<file path="config.mk">
export PLATFORM = sky130hd
export DESIGN_NAME = md_sequencer_flat
export DESIGN_NICKNAME = d
export VERILOG_FILES = /design/src/rtl/md_sequencer_if.sv /design/src/rtl/md_sequencer.sv /design/src/flat_wrapper.sv
export SDC_FILE = /design/constraint.sdc
export NUM_CORES = 1
export LEC_CHECK = 0
export CAP_MARGIN = 40
export CORE_UTILIZATION = 54
export CTS_CLUSTER_SIZE = 16
export DETAILED_ROUTE_END_ITERATION = 12
export HOLD_SLACK_MARGIN = 0.03
export PLACE_DENSITY_LB_ADDON = 0.3
export SLEW_MARGIN = 20
export SYNTH_ARGS = -nofsm -noshare
export SYNTH_HDL_FRONTEND = slang
export SYNTH_SLANG_ARGS = --single-unit
</file>
<file path="constraint.sdc">
create_clock -name clk -period 4.1 [get_ports clk]
set_clock_uncertainty 0.1 [all_clocks]
set_input_delay 0.615 -clock clk [delete_from_list [all_inputs] [get_ports clk]]
set_output_delay 0.615 -clock clk [all_outputs]
set_load 0.01 [all_outputs]
</file>
<file path="src/rtl/md_sequencer_if.sv">
`default_nettype none
// ============================================================================
// Module   : md_sequencer_if
// Purpose  : Request/result bundle between the pipeline (master) and the
//            multiply/divide sequencer (slave).
// Revision : 1.0 - initial release
// ============================================================================
interface md_sequencer_if;
  logic        start;
  logic [2:0]  op;
  logic [31:0] src_a;
  logic [31:0] src_b;
  logic        cancel;
  logic        busy;
  logic        done;
  logic [31:0] hi;
  logic [31:0] lo;

  modport master (output start, op, src_a, src_b, cancel,
                  input  busy, done, hi, lo);
  modport slave  (input  start, op, src_a, src_b, cancel,
                  output busy, done, hi, lo);
endinterface
`default_nettype wire

</file>
<file path="src/rtl/md_sequencer.sv">
`default_nettype none
// ============================================================================
// Module   : md_sequencer
// Purpose  : Iterative HI/LO multiply/divide unit. Radix-2 shift-add multiply
//            and restoring divide on magnitudes, 32 RUN cycles, sign fix-up in
//            FIX, commit to HI/LO on the FIX->IDLE edge.
//            Optional MADD/MSUB accumulate ops: define MD_SEQUENCER_MADD_EN.
// Revision : 1.0 - initial release
// ============================================================================
module md_sequencer (
  input logic           clk,
  input logic           reset,
  md_sequencer_if.slave bus
);
  localparam logic [2:0] OP_MULT    = 3'd1;
  localparam logic [2:0] OP_MULTU   = 3'd2;
  localparam logic [2:0] OP_DIV     = 3'd3;
  localparam logic [2:0] OP_DIVU    = 3'd4;
  localparam logic [2:0] OP_MADD    = 3'd5;
  localparam logic [2:0] OP_MSUB    = 3'd6;
  localparam logic [2:0] OP_MT      = 3'd7;
  localparam logic [4:0] LAST_COUNT = 5'd31;

  typedef enum logic [1:0] {IDLE = 2'd0, RUN = 2'd1, FIX = 2'd2} state_t;
  state_t state, state_next;

  logic [4:0]  count;
  logic [2:0]  op_reg;
  logic        neg_res;     // product/quotient must be negated in FIX
  logic        neg_rem;     // remainder must be negated in FIX
  logic [31:0] operand;     // multiplicand or divisor magnitude
  logic [31:0] shadow_hi;   // product high half / partial remainder
  logic [31:0] shadow_lo;   // product low half + multiplier / quotient
  logic [31:0] hi_reg;
  logic [31:0] lo_reg;
  logic        done_reg;

  logic        is_mul, is_div, is_signed, accept, mt_write, commit;
  logic [31:0] abs_a, abs_b;
  logic [32:0] mul_sum, div_trial;
  logic [63:0] product, result;
  logic [31:0] quotient, remainder;

  // Decode the incoming request and take operand magnitudes
  always_comb begin
    is_mul = (bus.op == OP_MULT) || (bus.op == OP_MULTU);
`ifdef MD_SEQUENCER_MADD_EN
    is_mul = is_mul || (bus.op == OP_MADD) || (bus.op == OP_MSUB);
`endif
    // A zero divisor is simply not accepted, so HI/LO stay untouched
    is_div    = ((bus.op == OP_DIV) || (bus.op == OP_DIVU)) && (bus.src_b != 32'd0);
    is_signed = (bus.op == OP_MULT) || (bus.op == OP_DIV) ||
                (bus.op == OP_MADD) || (bus.op == OP_MSUB);
    accept    = bus.start && !bus.cancel && (state == IDLE) && (is_mul || is_div);
    mt_write  = bus.start && !bus.cancel && (state == IDLE) && (bus.op == OP_MT);
    abs_a     = (is_signed && bus.src_a[31]) ? (32'd0 - bus.src_a) : bus.src_a;
    abs_b     = (is_signed && bus.src_b[31]) ? (32'd0 - bus.src_b) : bus.src_b;
  end

  // Iteration step terms and sign-corrected results for commit
  always_comb begin
    mul_sum   = {1'b0, shadow_hi} + (shadow_lo[0] ? {1'b0, operand} : 33'd0);
    div_trial = {shadow_hi, shadow_lo[31]} - {1'b0, operand};
    product   = neg_res ? (64'd0 - {shadow_hi, shadow_lo}) : {shadow_hi, shadow_lo};
    quotient  = neg_res ? (32'd0 - shadow_lo) : shadow_lo;
    remainder = neg_rem ? (32'd0 - shadow_hi) : shadow_hi;
    result    = product;
    if ((op_reg == OP_DIV) || (op_reg == OP_DIVU)) begin
      result = {remainder, quotient};
    end
`ifdef MD_SEQUENCER_MADD_EN
    if (op_reg == OP_MADD) begin
      result = {hi_reg, lo_reg} + product;
    end
    if (op_reg == OP_MSUB) begin
      result = {hi_reg, lo_reg} - product;
    end
`endif
  end

  // State register
  always_ff @(posedge clk) begin
    if (!reset) begin
      state <= IDLE;
    end else begin
      state <= state_next;
    end
  end

  // Next-state logic; commit only when FIX completes without a flush
  always_comb begin
    state_next = state;
    commit     = 1'b0;
    case (state)
      IDLE: begin
        if (accept) begin
          state_next = RUN;
        end
      end
      RUN: begin
        if (bus.cancel) begin
          state_next = IDLE;
        end else if (count == LAST_COUNT) begin
          state_next = FIX;
        end
      end
      FIX: begin
        state_next = IDLE;
        commit     = !bus.cancel;
      end
      default: state_next = IDLE;
    endcase
  end

  // Shadow datapath, iteration counter and architectural HI/LO
  always_ff @(posedge clk) begin
    if (!reset) begin
      count     <= 5'd0;
      op_reg    <= 3'd0;
      neg_res   <= 1'b0;
      neg_rem   <= 1'b0;
      operand   <= 32'd0;
      shadow_hi <= 32'd0;
      shadow_lo <= 32'd0;
      hi_reg    <= 32'd0;
      lo_reg    <= 32'd0;
      done_reg  <= 1'b0;
    end else begin
      done_reg <= 1'b0;
      if (accept) begin
        count     <= 5'd0;
        op_reg    <= bus.op;
        neg_res   <= is_signed && (bus.src_a[31] ^ bus.src_b[31]);
        neg_rem   <= is_signed && bus.src_a[31];
        operand   <= is_div ? abs_b : abs_a;
        shadow_hi <= 32'd0;
        shadow_lo <= is_div ? abs_a : abs_b;
      end else if ((state == RUN) && !bus.cancel) begin
        count <= count + 5'd1;
        if ((op_reg == OP_DIV) || (op_reg == OP_DIVU)) begin
          if (!div_trial[32]) begin
            shadow_hi <= div_trial[31:0];
            shadow_lo <= {shadow_lo[30:0], 1'b1};
          end else begin
            shadow_hi <= {shadow_hi[30:0], shadow_lo[31]};
            shadow_lo <= {shadow_lo[30:0], 1'b0};
          end
        end else begin
          // Accumulate into the upper half while the multiplier shifts out
          shadow_hi <= mul_sum[32:1];
          shadow_lo <= {mul_sum[0], shadow_lo[31:1]};
        end
      end
      if (mt_write) begin
        if (bus.src_b[0]) begin
          hi_reg <= bus.src_a;
        end else begin
          lo_reg <= bus.src_a;
        end
      end
      if (commit) begin
        {hi_reg, lo_reg} <= result;
        done_reg         <= 1'b1;
      end
    end
  end

  assign bus.busy = (state != IDLE) || accept;
  assign bus.done = done_reg;
  assign bus.hi   = hi_reg;
  assign bus.lo   = lo_reg;

endmodule
`default_nettype wire

</file>
<file path="src/flat_wrapper.sv">
// flat-port wrapper written by rule: the top's interface ports become plain ports
module md_sequencer_flat 
  (clk, reset, bus_start, bus_op, bus_src_a, bus_src_b, bus_cancel, bus_busy, bus_done, bus_hi, bus_lo);
  md_sequencer_if bus_i ();
  input logic clk;
  input logic reset;
  input wire logic [$bits(bus_i.start)-1:0] bus_start;
  input wire logic [$bits(bus_i.op)-1:0] bus_op;
  input wire logic [$bits(bus_i.src_a)-1:0] bus_src_a;
  input wire logic [$bits(bus_i.src_b)-1:0] bus_src_b;
  input wire logic [$bits(bus_i.cancel)-1:0] bus_cancel;
  output wire logic [$bits(bus_i.busy)-1:0] bus_busy;
  output wire logic [$bits(bus_i.done)-1:0] bus_done;
  output wire logic [$bits(bus_i.hi)-1:0] bus_hi;
  output wire logic [$bits(bus_i.lo)-1:0] bus_lo;
  assign bus_i.start = bus_start;
  assign bus_i.op = bus_op;
  assign bus_i.src_a = bus_src_a;
  assign bus_i.src_b = bus_src_b;
  assign bus_i.cancel = bus_cancel;
  assign bus_busy = bus_i.busy;
  assign bus_done = bus_i.done;
  assign bus_hi = bus_i.hi;
  assign bus_lo = bus_i.lo;
  md_sequencer u_core (.clk(clk), .reset(reset), .bus(bus_i));
endmodule
</file>
==> results.yml <==
finish:
  finish.utilization_pct: 65.6
  synthToLayoutAreaGrowth_pct: 18.2
  antenna_cells: 0
  fillers: 2413
  post_route_cells_drive_above_1_share_pct: 9.52
  final_nets: 2314
floorplanning:
  placement_row_count: 60
  design.die.area_um2: 28600
  horiz_die_dim_um: 169
  boundaryPins: 137
  core_box_area_um2: 27200
  start_util_pct: 55.5
  vertical_die_dimension_um: 169
timing:
  timing.max_slew.rel_slack_pct: 40.0
  fmax_ghz: 0.251
  finalSetupTns_ns: 0
  min_period_over_period_pct: 97.2
  worst_slew_pin_tran_ns: 0.891
  final_max_slew_viol_count: 0
  post-route-worst-setup-slack_ns: 0.116
  hold_viol: 0
  finalWorstPathRequiredPeriod_ns: 3.98
  rsz_0062_raised_after_global_routing: "no"
  setup_viol: 0
  fin_hold_ws_ns: 0.365
worst_setup_path:
  critPathSlowestCell: "sky130_fd_sc_hd__or4_1"
  critPathLaunchType: "primary input"
  critical_path.max_stage_delay_ns: 0.58
  setup.worst_path.class: "in2out"
  path_buf_inv: 2
  critPathCaptureType: "primary output"
  timing.critical_path.arrival_ns: 3.27
  path_cells: "clkdlybuf4s50_1 > or4_1 > nor4_2 > nand4b_1 > nor2_1 > nand3b_1 > a32o_2 > or3_1 > dlygate4sd2_1"
  crit_family: "simple AND/OR/NAND/NOR gates"
  cp_data_required_time_ns: 3.38
  critPathMaxFanout: 2
pwr:
  fin_total_pwr_mw: 5.11
  clkPwrFrac_pct: 32.1
  switching_power_mw: 1.90
  power.leakage_nw: 7.35
  worst_ir_drop_vdd_mv: 0.184
  cell_internal_power_mw: 3.21
  power_density_nw_per_um2: 287
  power.share.combinational_pct: 32.3
  power.switching_fraction_pct: 37.2
  power.sequential.fraction_pct: 35.6
logic_synthesis:
  syn-cell-area_um2: 15100
  netlist_instances: 2057
  synth_area_per_cell_um2: 7.33
  synth.ff_latch_count: 173
  synth_enable_flop_cells: 0
  synthesis.yosys.warnings: 0
  synth_nets: 2200
  netlist_top_cells_area: "sky130_fd_sc_hd__dfxtp_1, sky130_fd_sc_hd__nand2_1, sky130_fd_sc_hd__ha_1"
  synth-async-reset-ratio_pct: 0
  synth_seq_area_share_pct: 23.0
  synth_largest_area_cell: "sky130_fd_sc_hd__dfxtp_1"
  synth_top_area_share_pct: 23.0
  synth.distinct_cells: 80
  yosys_most_used_dff: "sky130_fd_sc_hd__dfxtp_1"
clocking:
  clock_root_buffer: "sky130_fd_sc_hd__clkbuf_16"
  cts.sink_count: 173
  total_cts_buffers: 17
  cts_max_path_buffers: 2
  tritoncts_clock_tree: "built"
  clkTransAtPathRegs_ns: 0.07
  ctsHoldBuffers: 0
  clock_insertion_delay_at_the_later_pin_of_the_skew_report_ns: 0.45
  h-tree-depth: 4
drt:
  drt_wl_total_mm: 54.0
  number_of_remaining_drc_errors: 0
  detail_route.vias_per_cell: 6.37
  drt_first_iter_violations: 2092
  routed-via-count: 16300
  final_antenna_net_count: 0
  drt_first_pass_iters: 6
  route.detailed.wl_per_inst_um: 21.1
grt:
  vias_in_the_first_global_route: 14800
  grt_antenna_before_repair: 0
  grt_first_pass_wirelength_mm: 83.2
  grt_max_degree: 70
  top_usage_layer: "met2"
  gr-usage-met3_pct: 7.72
  grt_util_all_layers_pct: 37.6
  gr-usage-met2_pct: 58.0
  grt.overflow.total: 0
  grt_util_met1_pct: 49.9
job:
  maxCapViolations: 0
hold_path:
  hold_path_class: "reg2reg"
status:
  outcome: "completed"
place:
  dp_hpwl_mm: 41.4
  buffer_ports.inserted: 136
  gp_routability_congestion: 1.04
  place_ws_ns: -0.137
through the flow:
step	area [µm²]	cells
3_3_place_gp	17200	2519
6_report	17800	2556
2_1_floorplan	15100	2057
4_1_cts	17800	2553
3_5_place_dp	17200	2521
5_1_grt	17800	2556
worst register-to-register path: cells and delay by family, from the launching register on:
family	cells	cell delay, ns
flops	1	0.48
xor+xnor	1	0.19
mux	1	0.39
compound gates	6	1.13
fa+ha+maj	2	0.64
simple gates	2	0.33
buf+inv	3	0.49
what timing repair did:
item | CTS | global route
resized for setup | 2 | 1
setup endpoints to repair | 1 | 2
hold endpoints to repair | 0 | 0
pin swaps | 1 | 0
setup buffers | 0 | 3
final timing paths:
path                                                        start                          endpoint  slack (ns)  depth (start not counted)
worst max-delay path                                bus_src_b[14]                          bus_busy        0.12                          9
worst min-delay path                 u_core.count[4]$_SDFFE_PP0P_      u_core.count[4]$_SDFFE_PP0P_        0.37                          2
worst max register to register  u_core.shadow_lo[31]$_SDFFE_PN0P_  u_core.shadow_hi[4]$_SDFFE_PP0P_        0.21                         15
worst min register to register       u_core.count[4]$_SDFFE_PP0P_      u_core.count[4]$_SDFFE_PP0P_        0.37                          2
placed cells by master, fill, tap and decap left out, types with 9 or more instances in the layout:
cell type                         count
sky130_fd_sc_hd__a211oi_1            14
sky130_fd_sc_hd__a21boi_0            55
sky130_fd_sc_hd__a21o_1              32
sky130_fd_sc_hd__a21oi_1            141
sky130_fd_sc_hd__a31oi_1             28
sky130_fd_sc_hd__and2_1              11
sky130_fd_sc_hd__and3_1              30
sky130_fd_sc_hd__buf_4              109
sky130_fd_sc_hd__clkbuf_16           17
sky130_fd_sc_hd__clkdlybuf4s50_1    134
sky130_fd_sc_hd__dfxtp_1            173
sky130_fd_sc_hd__ha_1                70
sky130_fd_sc_hd__inv_1               51
sky130_fd_sc_hd__mux2_2              27
sky130_fd_sc_hd__mux2i_1             50
sky130_fd_sc_hd__nand2_1            323
sky130_fd_sc_hd__nand2b_1            16
sky130_fd_sc_hd__nand3_1             61
sky130_fd_sc_hd__nand4_1             14
sky130_fd_sc_hd__nor2_1             132
sky130_fd_sc_hd__nor2b_1             19
sky130_fd_sc_hd__nor3_1              46
sky130_fd_sc_hd__nor4_1              14
sky130_fd_sc_hd__o2111ai_1           10
sky130_fd_sc_hd__o211a_1             20
sky130_fd_sc_hd__o211ai_1            96
sky130_fd_sc_hd__o21a_1              10
sky130_fd_sc_hd__o21ai_0            115
sky130_fd_sc_hd__o31ai_1             27
sky130_fd_sc_hd__o41ai_1              9
sky130_fd_sc_hd__or3_1               13
sky130_fd_sc_hd__xnor2_1             93
sky130_fd_sc_hd__xor2_1              84
final cells by class:
| class | count | area, µm² | area share (%) |
|---|---|---|---|
| repair buffers | 250 | 2290 | 12.8 |
| clock inverters | 15 | 155 | 0.871 |
| inverters | 52 | 199 | 1.12 |
| flip-flops and latches | 173 | 3460 | 19.4 |
| multi-input cells | 1677 | 10800 | 60.7 |
| well taps | 372 | 465 | 2.61 |
| clock buffers | 17 | 425 | 2.39 |
power groups by stage:
stage	Clock, mW	Sequential (mW)	Combinational, mW
after floorplan	0	1.82	1.06
after global placement	0	1.85	1.57
after detailed placement	0	1.85	1.59
after CTS	1.64	1.81	1.60
after global routing	1.71	1.83	1.77
final	1.64	1.82	1.65
cells by family after synthesis:
family                     synth area share (%)
and+or+nand+nor                            22.4
AOI/OAI and AO/OA                          27.3
DFF                                        23.0
adders and majority gates                  6.07
buffers and inverters                      5.62
muxes                                      5.34
xor gates and xnor gates                   10.3
routing by layer:
metal,vias up,share of wire [%]
met5,-,0
li1,7611,-
met3,153,11
met1,7615,41
met4,0,4.8
met2,912,43
cells in the mapped netlist, types with 52 or more instances:
| library cell | number |
|---|---|
| sky130_fd_sc_hd__nand2_1 | 324 |
| sky130_fd_sc_hd__o211ai_1 | 96 |
| sky130_fd_sc_hd__nand3_1 | 61 |
| sky130_fd_sc_hd__ha_1 | 70 |
| sky130_fd_sc_hd__o21ai_0 | 116 |
| sky130_fd_sc_hd__a21oi_1 | 141 |
| sky130_fd_sc_hd__a21boi_0 | 55 |
| sky130_fd_sc_hd__dfxtp_1 | 173 |
| sky130_fd_sc_hd__clkbuf_1 | 125 |
| sky130_fd_sc_hd__inv_1 | 52 |
| sky130_fd_sc_hd__xor2_1 | 84 |
| sky130_fd_sc_hd__xnor2_1 | 94 |
| sky130_fd_sc_hd__nor2_1 | 132 |
Power figures use the tool's default switching activity.
